File: src/rtl/rsa_mmm.sv
// Bit-serial radix-2 Montgomery multiplier: R = A*B*2^-WIDTH mod M.
// Sequenced by an external controller through clear / ld_a / ld_r strobes.
module rsa_mmm #(
  parameter int WIDTH = 8
) (
  input  logic             clk,
  input  logic             rstb,
  input  logic             ena,
  input  logic             clear,
  input  logic             ld_a,
  input  logic             ld_r,
  input  logic [WIDTH-1:0] A,
  input  logic [WIDTH-1:0] B,
  input  logic [WIDTH-1:0] M,
  output logic [WIDTH-1:0] R,
  output logic             done
);

  localparam int CW   = $clog2(WIDTH + 1);
  localparam int ACCW = WIDTH + 2;
  localparam int SUMW = WIDTH + 3;
  localparam logic [CW-1:0] LAST    = CW'(WIDTH);
  localparam logic [CW-1:0] LAST_M1 = CW'(WIDTH - 1);

  logic [WIDTH-1:0] a_sr_reg, a_sr_next;
  logic [ACCW-1:0]  acc_reg, acc_next;
  logic [CW-1:0]    step_cnt_reg, step_cnt_next;
  logic [WIDTH-1:0] r_reg, r_next;
  logic             done_reg, done_next;

  logic             a0;
  logic             q;
  logic             stepping;
  logic [SUMW-1:0]  sum;
  logic [ACCW-1:0]  acc_step;
  logic [ACCW-1:0]  m_ext;
  logic [WIDTH-1:0] red;

  // One Montgomery iteration; q is chosen so the sum is always even.
  always_comb begin
    a0       = a_sr_reg[0];
    q        = acc_reg[0] ^ (a0 & B[0]);
    sum      = {1'b0, acc_reg}
             + (a0 ? {3'b000, B} : {SUMW{1'b0}})
             + (q  ? {3'b000, M} : {SUMW{1'b0}});
    acc_step = ACCW'(sum >> 1);
    m_ext    = {2'b00, M};
    // acc < 2M, so a single conditional subtraction fully reduces it.
    red      = (acc_reg >= m_ext) ? (acc_reg[WIDTH-1:0] - M) : acc_reg[WIDTH-1:0];
    stepping = (step_cnt_reg < LAST);
  end

  always_comb begin
    a_sr_next     = a_sr_reg;
    acc_next      = acc_reg;
    step_cnt_next = step_cnt_reg;
    r_next        = r_reg;
    done_next     = done_reg;
    if (!clear) begin
      a_sr_next     = '0;
      acc_next      = '0;
      step_cnt_next = '0;
      r_next        = '0;
      done_next     = 1'b0;
    end else begin
      // Result capture uses the pre-update accumulator, even alongside ld_a.
      if (ld_r) begin
        r_next = red;
      end
      if (ld_a) begin
        a_sr_next     = A;
        acc_next      = '0;
        step_cnt_next = '0;
        done_next     = 1'b0;
      end else if (stepping) begin
        a_sr_next     = a_sr_reg >> 1;
        acc_next      = acc_step;
        step_cnt_next = step_cnt_reg + CW'(1);
        done_next     = (step_cnt_reg == LAST_M1);
      end
    end
  end

  always_ff @(posedge clk or negedge rstb) begin
    if (!rstb) begin
      a_sr_reg     <= '0;
      acc_reg      <= '0;
      step_cnt_reg <= '0;
      r_reg        <= '0;
      done_reg     <= 1'b0;
    end else if (ena) begin
      a_sr_reg     <= a_sr_next;
      acc_reg      <= acc_next;
      step_cnt_reg <= step_cnt_next;
      r_reg        <= r_next;
      done_reg     <= done_next;
    end
  end

  assign R    = r_reg;
  assign done = done_reg;

endmodule

File: config.mk
export PLATFORM = sky130hd
export DESIGN_NAME = rsa_mmm
export DESIGN_NICKNAME = d
export VERILOG_FILES = /design/src/rtl/rsa_mmm.sv
export SDC_FILE = /design/constraint.sdc
export NUM_CORES = 1
export LEC_CHECK = 0
export BUFFER_PORTS_ARGS = -buffer_cell sky130_fd_sc_hd__buf_2
export CAP_MARGIN = 40
export CORE_MARGIN = 4
export CORE_UTILIZATION = 25
export CTS_CLUSTER_SIZE = 25
export DETAILED_ROUTE_END_ITERATION = 8
export SLEW_MARGIN = 20
export SYNTH_ARGS = -nofsm -noshare
export SYNTH_HDL_FRONTEND = slang
export SYNTH_SLANG_ARGS = --single-unit
File: constraint.sdc
create_clock -name clk -period 4.1 [get_ports clk]
set_input_delay 0 -clock clk [delete_from_list [all_inputs] [get_ports clk]]
set_output_delay 0 -clock clk [all_outputs]
set_load 0.01 [all_outputs]
==> flow_metrics.tcl, run 1 <==
set metrics [dict create \
    drt_pass1_iterations 6 \
    finalNetCount 362 \
    syn-num-nets 311 \
    synth-edff-count 0 \
    timing.rr.end "acc_reg[9]" \
    coreArea_um2 9240 \
    routabilityCongestion 0.787 \
    drv_slew 0 \
    syn_area_um2 2380 \
    synthCells 254 \
    grt_max_degree 32 \
    hold_start "ena" \
    clk_latency_ns 0.28 \
    setup_tns_ns 0 \
    largest_reg_flops 10 \
    syn_avg_cell_area_um2 9.37 \
    route.detailed.drc 0 \
    port_buffers 38 \
    ys_types 54 \
    period_needed_ns 3.28 \
    leakage_nw 1.45 \
    grt_pass1_wl_mm 10.1 \
    hpwl_mm 4.79 \
    synth-seq-cells 31 \
    die_y_um 106 \
    rr_worst_depth 10 \
    crit_start "a_sr_reg[0]" \
    clk_pin_slew_ns 0.07 \
    setup_viol 0 \
    skew_ns 0.00791 \
    initialDrtViolationCount 183 \
    finalCritPeriodShare_pct 79.9 \
    timing.fmax_mhz 305 \
    reg2reg_slack_ns 0.82 \
    wl_per_cell_um 13.7 \
    min_path_type "in2reg" \
    diodes 0 \
    htreeDepth 2 \
    drive_above_1_share_pct 18.3 \
    r2r-start "a_sr_reg[0]" \
    min_path_cells 2 \
    cp.arrival_ns 3.43 \
    area_growth_syn_to_layout_pct 22.6 \
    cts.sinks 31 \
    ys_seq_area_share_pct 32.6 \
    status "complete, no violations" \
    tightestPinTransition_ns 0.711 \
    boundaryPins 39 \
    final_util_pct 31.6 \
    grt_pass1_vias 1972 \
    clk_path_buf_depth 2 \
    setup.worst_path.end_class "flip-flop" \
    fillers 959 \
    routed_wl_mm 5.97 \
    hold_viol_final 0 \
    hold_end "step_cnt_reg[3]" \
    worstSetupPathType "reg2reg" \
    startpoint_type "flip-flop" \
    cts_tree "built" \
    layout_common_cells "buf_2, dfrtp_1, inv_1" \
    initial_core_util_pct 25.8 \
    synth_flop_cell "dfrtp_1" \
    dieWidth_um 106 \
    gr-total-overflow 0 \
    row_count 35 \
    drv_cap 0 \
    irDropWorstVdd_mv 0.0842 \
    cts_setup_buffers 0 \
    worstPathMaxFanout 9 \
    async_flop_share_pct 100 \
    slew_headroom_pct 52.6 \
    vias 2026 \
    yosysWarnings 0 \
    die_area_um2 11100 \
    grt_antenna_before_repair 0 \
    cts_buffers 5 \
    root_buffer "clkbuf_8" \
    required_ns 4.25 \
    final_common_cell "buf_2" \
    grt_usage_pct 11.4 \
    ant_nets 0 \
    p_per_area_nw_per_um2 271 \
    rsz0062_at_grt "no" \
    vias_per_cell 4.66 \
]
synth_stat cells, types with 2 or more instances:
master | n | area, µm²
xnor2_1 | 3 | 26.3
ha_1 | 18 | 225
mux2i_1 | 5 | 50.1
or3_1 | 2 | 12.5
a311oi_1 | 2 | 17.5
o21a_1 | 5 | 37.5
o31ai_1 | 5 | 37.5
a222oi_1 | 7 | 70.1
nand3b_1 | 2 | 15.0
and3_2 | 2 | 15.0
nor2b_1 | 3 | 18.8
fa_1 | 9 | 180
a22o_1 | 3 | 26.3
a32o_1 | 2 | 20.0
nand3_1 | 7 | 35.0
nand2_1 | 22 | 82.6
nand4_1 | 3 | 18.8
nor2_1 | 4 | 15.0
inv_1 | 29 | 109
xor2_1 | 2 | 17.5
nor3_1 | 5 | 25.0
a211o_1 | 2 | 17.5
o21ai_0 | 13 | 65.1
dfrtp_1 | 31 | 776
a21o_1 | 4 | 30.0
and2_1 | 14 | 87.6
clkbuf_1 | 5 | 18.8
nor4_1 | 4 | 25.0
a21oi_1 | 16 | 80.1
worst max path at each step:
stage / cells after the start / to
after floorplan: 10 / acc_reg[6]
after global placement: 13 / acc_reg[6]
after detailed placement: 13 / acc_reg[6]
after CTS: 13 / acc_reg[6]
after global routing: 13 / acc_reg[8]
final: 10 / acc_reg[9]
worst max-delay path: stages (launching register included):
cell and delay (ns):
dfrtp_1 0.46, and2_1 0.17, ha_1 0.34, and2_1 0.20, fa_1 0.47, ha_1 0.33, a211o_1 0.27, a21oi_1 0.18
o21ai_0 0.18, a2111oi_0 0.46, nor2_1 0.08
repair_timing:
| item | CTS | global route |
|---|---|---|
| hold endpoints to repair | 39 | 0 |
| gates resized for setup | 0 | 0 |
| hold buffers | 10 | 0 |
cell families (layout without fill, tap and decap cells):
group                      count (synthesis)  after routing  synth area share [%]
AOI/OAI and AO/OA                         73             73                  22.2
buffers and inverters                     36             88                  6.04
DFF                                       31             31                  32.6
and+or+nand+nor                           75             75                  17.1
muxes                                      7              7                  3.21
adders and majority gates                 27             27                  17.0
xor gates and xnor gates                   5              5                  1.84
metal layers:
layer	GRT usage, %	vias to the layer above	wire [µm]
li1	-	1033	-
met1	14.1	944	2650
met2	19.5	45	2960
met3	3.37	4	316
met4	2.59	0	52
met5	0	-	0
where the power goes:
part           internal, mW  total, mW  switching, mW
combinational        0.0870      0.192          0.105
clock                 0.153      0.264          0.111
sequential            0.321      0.336         0.0149
total                 0.561      0.792          0.230
through the flow:
| step | std cells | setup slack, ns | instance area (µm²) | hold WS [ns] | total power, mW |
|---|---|---|---|---|---|
| after global placement | 417 | 0.898 | 2720 | 0.0936 | 0.523 |
| after detailed placement | 417 | 0.793 | 2720 | 0.0965 | 0.527 |
| after floorplan | 254 | 1.05 | 2380 | -0.296 | 0.466 |
| after CTS | 435 | 0.792 | 2920 | 0.0157 | 0.803 |
| after global routing | 435 | 0.584 | 2920 | 0.0336 | 0.849 |
| final | 435 | 0.823 | 2920 | 0.0129 | 0.792 |
layout make-up:
| cell class | count | area, µm² | share of cell area, % |
|---|---|---|---|
| Multi-Input combinational cell | 187 | 1460 | 50.0 |
| Sequential cell | 31 | 776 | 26.6 |
| Timing Repair Buffer | 51 | 313 | 10.7 |
| Tap cell | 129 | 161 | 5.53 |
| Inverter | 29 | 109 | 3.73 |
| Clock buffer | 8 | 100 | 3.43 |
Power figures use the tool's default switching activity.
==> inputs of run 2 (changes only) <==
clock period = 3 ns   (was 4.1 ns; I/O delays follow)
==> run 2 against run 1 <==
Sequential share of layout area shrank 1.3 points. Sequential power rose by 36%. Power is 37% higher. Worst hold slack gained 0.0095 ns. Largest cell class unchanged. Count of clock-buffer cells in the layout shrank 3. Die area unchanged. Maximum frequency up 8.6%. The flow now finishes with violations (setup timing). Cell area is 5.3% higher.
==> flow_metrics.tcl, run 2 (synthesis results as in run 1) <==
set metrics [dict create \
    timing.fmax_mhz 331 \
    critical-path-slowest-cell "fa_1" \
    grt_antenna_before_repair 0 \
    drt_pass1_iterations 6 \
    cts_tree "built" \
    ant_nets 0 \
    final_common_cell "buf_2" \
    routed-wl-met3_um 312 \
    grt_pass1_wl_mm 10.6 \
    vias_per_cell 4.84 \
    wl_met1_mm 2.71 \
    cpLargestDelayFamily "adder cells" \
    worstPathMaxFanout 6 \
    finalNetCount 374 \
    hpwl_mm 4.80 \
    coreArea_um2 9240 \
    clk_pin_slew_ns 0.08 \
    htreeDepth 2 \
    leakage_nw 1.53 \
    grt_usage_pct 11.9 \
    p_per_area_nw_per_um2 352 \
    hold_viol_final 0 \
    slew_headroom_pct 53.4 \
    grt_max_degree 32 \
    period_needed_ns 3.02 \
    route.detailed.drc 0 \
    dieWidth_um 106 \
    drive_above_1_share_pct 26.7 \
    clk_latency_ns 0.28 \
    routed_wl_mm 6.38 \
    die_area_um2 11100 \
    layout_common_cells "buf_2, dfrtp_1, inv_1" \
    setup_viol 2 \
    report.power.total_mw 1.08 \
    finalCritPeriodShare_pct 101 \
    required_ns 3.22 \
    setup.worst_path.end_class "flip-flop" \
    rsz0062_at_grt "yes" \
    grt_pass1_vias 2202 \
    initial_core_util_pct 25.8 \
    largest_reg_flops 10 \
    port_buffers 38 \
    irDropWorstVdd_mv 0.146 \
    violations "setup timing" \
    wl_met2_mm 3.16 \
    highest_layer "met4" \
    min_path_type "in2reg" \
    initialDrtViolationCount 137 \
    wl_per_cell_um 14.3 \
    critPathMaxStageDelay_ns 0.47 \
    die_y_um 106 \
    area_growth_syn_to_layout_pct 29.2 \
    crit_chain "and2_4 -> ha_4 -> nand2_4 -> fa_1 -> inv_2 -> ha_4 -> inv_2 -> fa_2 -> nor2b_2 -> o31a_1 -> buf_4 -> o211ai_1 -> a2111o_1 -> nand3_2" \
    skew_ns 0.0123 \
    worst_hold_slack_ns 0.0223 \
    drv_cap 0 \
    status "finished with violations" \
    diodes 0 \
    worstSetupPathType "reg2reg" \
    drv_slew 0 \
    clk_path_buf_depth 2 \
    tightestPinTransition_ns 0.695 \
    gr-total-overflow 0 \
    fin_ws_ns -0.0180 \
    root_buffer "clkbuf_8" \
    cp.buffers_inverters 3 \
    vias 2162 \
    boundaryPins 39 \
    row_count 35 \
    cts_buffers 5 \
    startpoint_type "flip-flop" \
    cp.arrival_ns 3.24 \
    cts.sinks 31 \
    routabilityCongestion 0.813 \
]
[run 2: cell types whose count changed in the layout (fill, tap and decap cells not counted), sizes merged]
cell and delta:
clkinv +3, dlygate4sd3 -1, buf +13, clkbuf -3
[run 2: layer usage]
| metal | vias up | global-route usage, % |
|---|---|---|
| li1 | 1064 | - |
| met1 | 1030 | 14.2 |
| met2 | 54 | 20.3 |
| met3 | 14 | 3.06 |
| met4 | 0 | 4.81 |
| met5 | - | 0 |
[run 2: tightest hold or removal path: cells and delay by family]
family,cells,cell delay [ns]
buf+inv,2,0.19
compound gates,1,0.07
[run 2: power by group]
part	leakage [nW]	internal [mW]	switching [mW]
Combinational	1.05	0.143	0.160
Clock	0.0477	0.159	0.165
Sequential	0.426	0.439	0.0182
[run 2: final cells by class]
cell class,count,area [µm²]
Fill cell,951,6160
Clock inverter,3,15.0
Multi-Input combinational cell,187,1540
Timing Repair Buffer,63,410
Inverter,29,109
Tap cell,129,161
Clock buffer,5,68.8
Sequential cell,31,776
[run 2: final timing paths]
kind / start / to / slack [ns] / depth (start not counted)
setup reg to reg: a_sr_reg[0] / acc_reg[8] / -0.02 / 14
hold reg to reg: R[5] / R[5] / 0.47 / 2
min in group asynchronous: rstb / acc_reg[1] / 0.20 / 3
hold / removal: A[0] / a_sr_reg[0] / 0.02 / 3
setup / recovery: a_sr_reg[0] / acc_reg[8] / -0.02 / 14
max in group asynchronous: rstb / a_sr_reg[7] / 2.61 / 3
[run 2: metrics by stage]
stage                     worst slack (ns)  area [µm²]  util, %  cells   TNS, ns
after floorplan                    0.00136        2390        -    254         0
after global placement            0.000786        2780     30.1    423         0
after detailed placement           -0.0649        2780     30.1    423   -0.0649
after CTS                         -0.00383        3010     32.5    443  -0.00383
after global routing                -0.133        3080     33.3    447    -0.372
final                              -0.0180        3080     33.3    447   -0.0307
[run 2: what timing repair did]
action | CTS | global route
endpoints found under the hold margin | 38 | 0
pin swaps | 7 | 3
setup endpoints to repair | 3 | 5
setup buffers | 3 | 2
resized for setup | 8 | 10
hold buffers | 9 | 0
==> inputs of run 3 (changes only) <==
clock period = 3.6 ns   (was 3 ns; I/O delays follow)
==> run 3 against run 2 <==
The run now ends clean. Sequential share of layout area up 1.4 points. Cell area shrank 5.1%. Clock power is 5% lower. Sequential power is 16% lower. Routed wire length is 4.8% lower. Combinational power shrank 27%. Utilization shrank 1.7 points.
==> flow_metrics.tcl, run 3 (synthesis results as in run 1) <==
set metrics [dict create \
    cts_resized 0 \
    clk_path_buf_depth 2 \
    finalCritPeriodShare_pct 88.6 \
    root_buffer "clkbuf_8" \
    dpl_worst_slack_ns 0.415 \
    drv_slew 0 \
    hpwl_mm 4.73 \
    row_count 35 \
    cts_tree "built" \
    setup.worst_path.end_class "flip-flop" \
    grt_usage_pct 11.1 \
    startpoint_type "flip-flop" \
    htreeDepth 2 \
    dieWidth_um 106 \
    drt_pass1_iterations 5 \
    min_path_type "in2reg" \
    hold_viol_final 0 \
    tightestPinTransition_ns 0.800 \
    setup_viol 0 \
    rsz0062_at_grt "no" \
    fin_ws_ns 0.411 \
    worstSetupPathType "reg2reg" \
    leakage_nw 1.45 \
    boundaryPins 39 \
    largest_reg_flops 10 \
    cts_buffers 5 \
    coreArea_um2 9240 \
    final_common_cell "buf_2" \
    p_per_area_nw_per_um2 312 \
    stdcell_area_um2 2920 \
    wl_per_cell_um 14.0 \
    die_y_um 106 \
    gr-total-overflow 0 \
    area_growth_syn_to_layout_pct 22.5 \
    routed_wl_mm 6.08 \
    cts.sinks 31 \
    place_inst 418 \
    die_area_um2 11100 \
    slew_headroom_pct 46.3 \
    initialDrtViolationCount 169 \
    initial_core_util_pct 25.8 \
    vias 2080 \
    diodes 0 \
    clk_pin_slew_ns 0.07 \
    required_ns 3.78 \
    layoutNonFillerInstCount 435 \
    fillers 953 \
    grt_pass1_vias 1993 \
    ant_nets 0 \
    status "complete, no violations" \
    finalNetCount 362 \
    cp.arrival_ns 3.37 \
    layout_common_cells "buf_2, dfrtp_1, inv_1" \
    grt_max_degree 32 \
    route.detailed.drc 0 \
    period_needed_ns 3.19 \
    port_buffers 38 \
    placed_area_um2 2730 \
    skew_ns 0.00642 \
    worstPathMaxFanout 8 \
    clk_latency_ns 0.29 \
    setup_tns_ns 0 \
    routabilityCongestion 0.840 \
    vias_per_cell 4.78 \
    drv_cap 0 \
    drive_above_1_share_pct 18.6 \
    irDropWorstVdd_mv 0.100 \
    grt_antenna_before_repair 0 \
    grt_pass1_wl_mm 9.89 \
    timing.fmax_mhz 314 \
]
==> run 3: cell types whose count changed in the layout (fill, tap and decap cells not counted), moves of 3 or more <==
cell / previous run / this run
buf_4: 14 / 4
inv_1: 26 / 29
ha_4: 3 / 0
ha_1: 15 / 18
inv_2: 3 / 0
clkinv_2: 3 / 0
==> run 3: worst max-delay path, cell delays in order, from the launching register on <==
cell and delay (ns):
dfrtp_1 0.38, and2_1 0.14, ha_1 0.39, nand2_1 0.10, fa_1 0.49, inv_1 0.04
ha_1 0.22, inv_1 0.07, fa_1 0.18, nor2b_1 0.07, o31a_1 0.27, o21a_1 0.18
or3_1 0.30, a32o_1 0.26
==> run 3: power breakdown <==
| group | internal, mW | switching, mW | total (mW) |
|---|---|---|---|
| registers | 0.366 | 0.0161 | 0.382 |
| clock network | 0.174 | 0.134 | 0.308 |
| logic | 0.0994 | 0.122 | 0.221 |
| total | 0.640 | 0.272 | 0.911 |
==> run 3: final timing paths <==
| check | to | slack [ns] | cells past startpoint | start |
|---|---|---|---|---|
| worst max-delay path | acc_reg[6] | 0.41 | 13 | a_sr_reg[0] |
| worst min register to register | R[5] | 0.48 | 2 | R[5] |
| worst min-delay path | step_cnt_reg[3] | 0.02 | 2 | ena |
| max in group asynchronous | a_sr_reg[4] | 2.82 | 2 | rstb |
| min in group asynchronous | R[1] | 0.31 | 2 | rstb |
| worst max register to register | acc_reg[6] | 0.41 | 13 | a_sr_reg[0] |
==> run 3: metal layers <==
| metal | global-route usage [%] | part of all wire (%) |
|---|---|---|
| met5 | 0 | 0 |
| met2 | 19.4 | 49 |
| met3 | 2.57 | 4.3 |
| met1 | 13.8 | 45 |
| met4 | 3.05 | 1.5 |
==> run 3: stage by stage <==
stage	util [%]	power, mW	hold WS, ns
floorplan	-	0.531	-0.296
global route	31.6	0.973	0.0185
detailed placement	29.5	0.603	0.100
global placement	29.5	0.598	0.102
finish	31.6	0.911	0.0226
CTS	31.6	0.923	0.00757
==> run 3: repair_timing <==
action	in CTS	in global routing
buffers inserted	0	0
hold buffers	9	0
hold endpoints to repair	38	0
==> run 3: final cells by class <==
cell class | count | area, µm² | share of cell area [%]
clock buffer | 8 | 100 | 3.43
inverter | 29 | 109 | 3.73
multi-input combinational | 187 | 1460 | 50.1
sequential | 31 | 776 | 26.6
tap | 129 | 161 | 5.53
timing repair buffer | 51 | 310 | 10.6
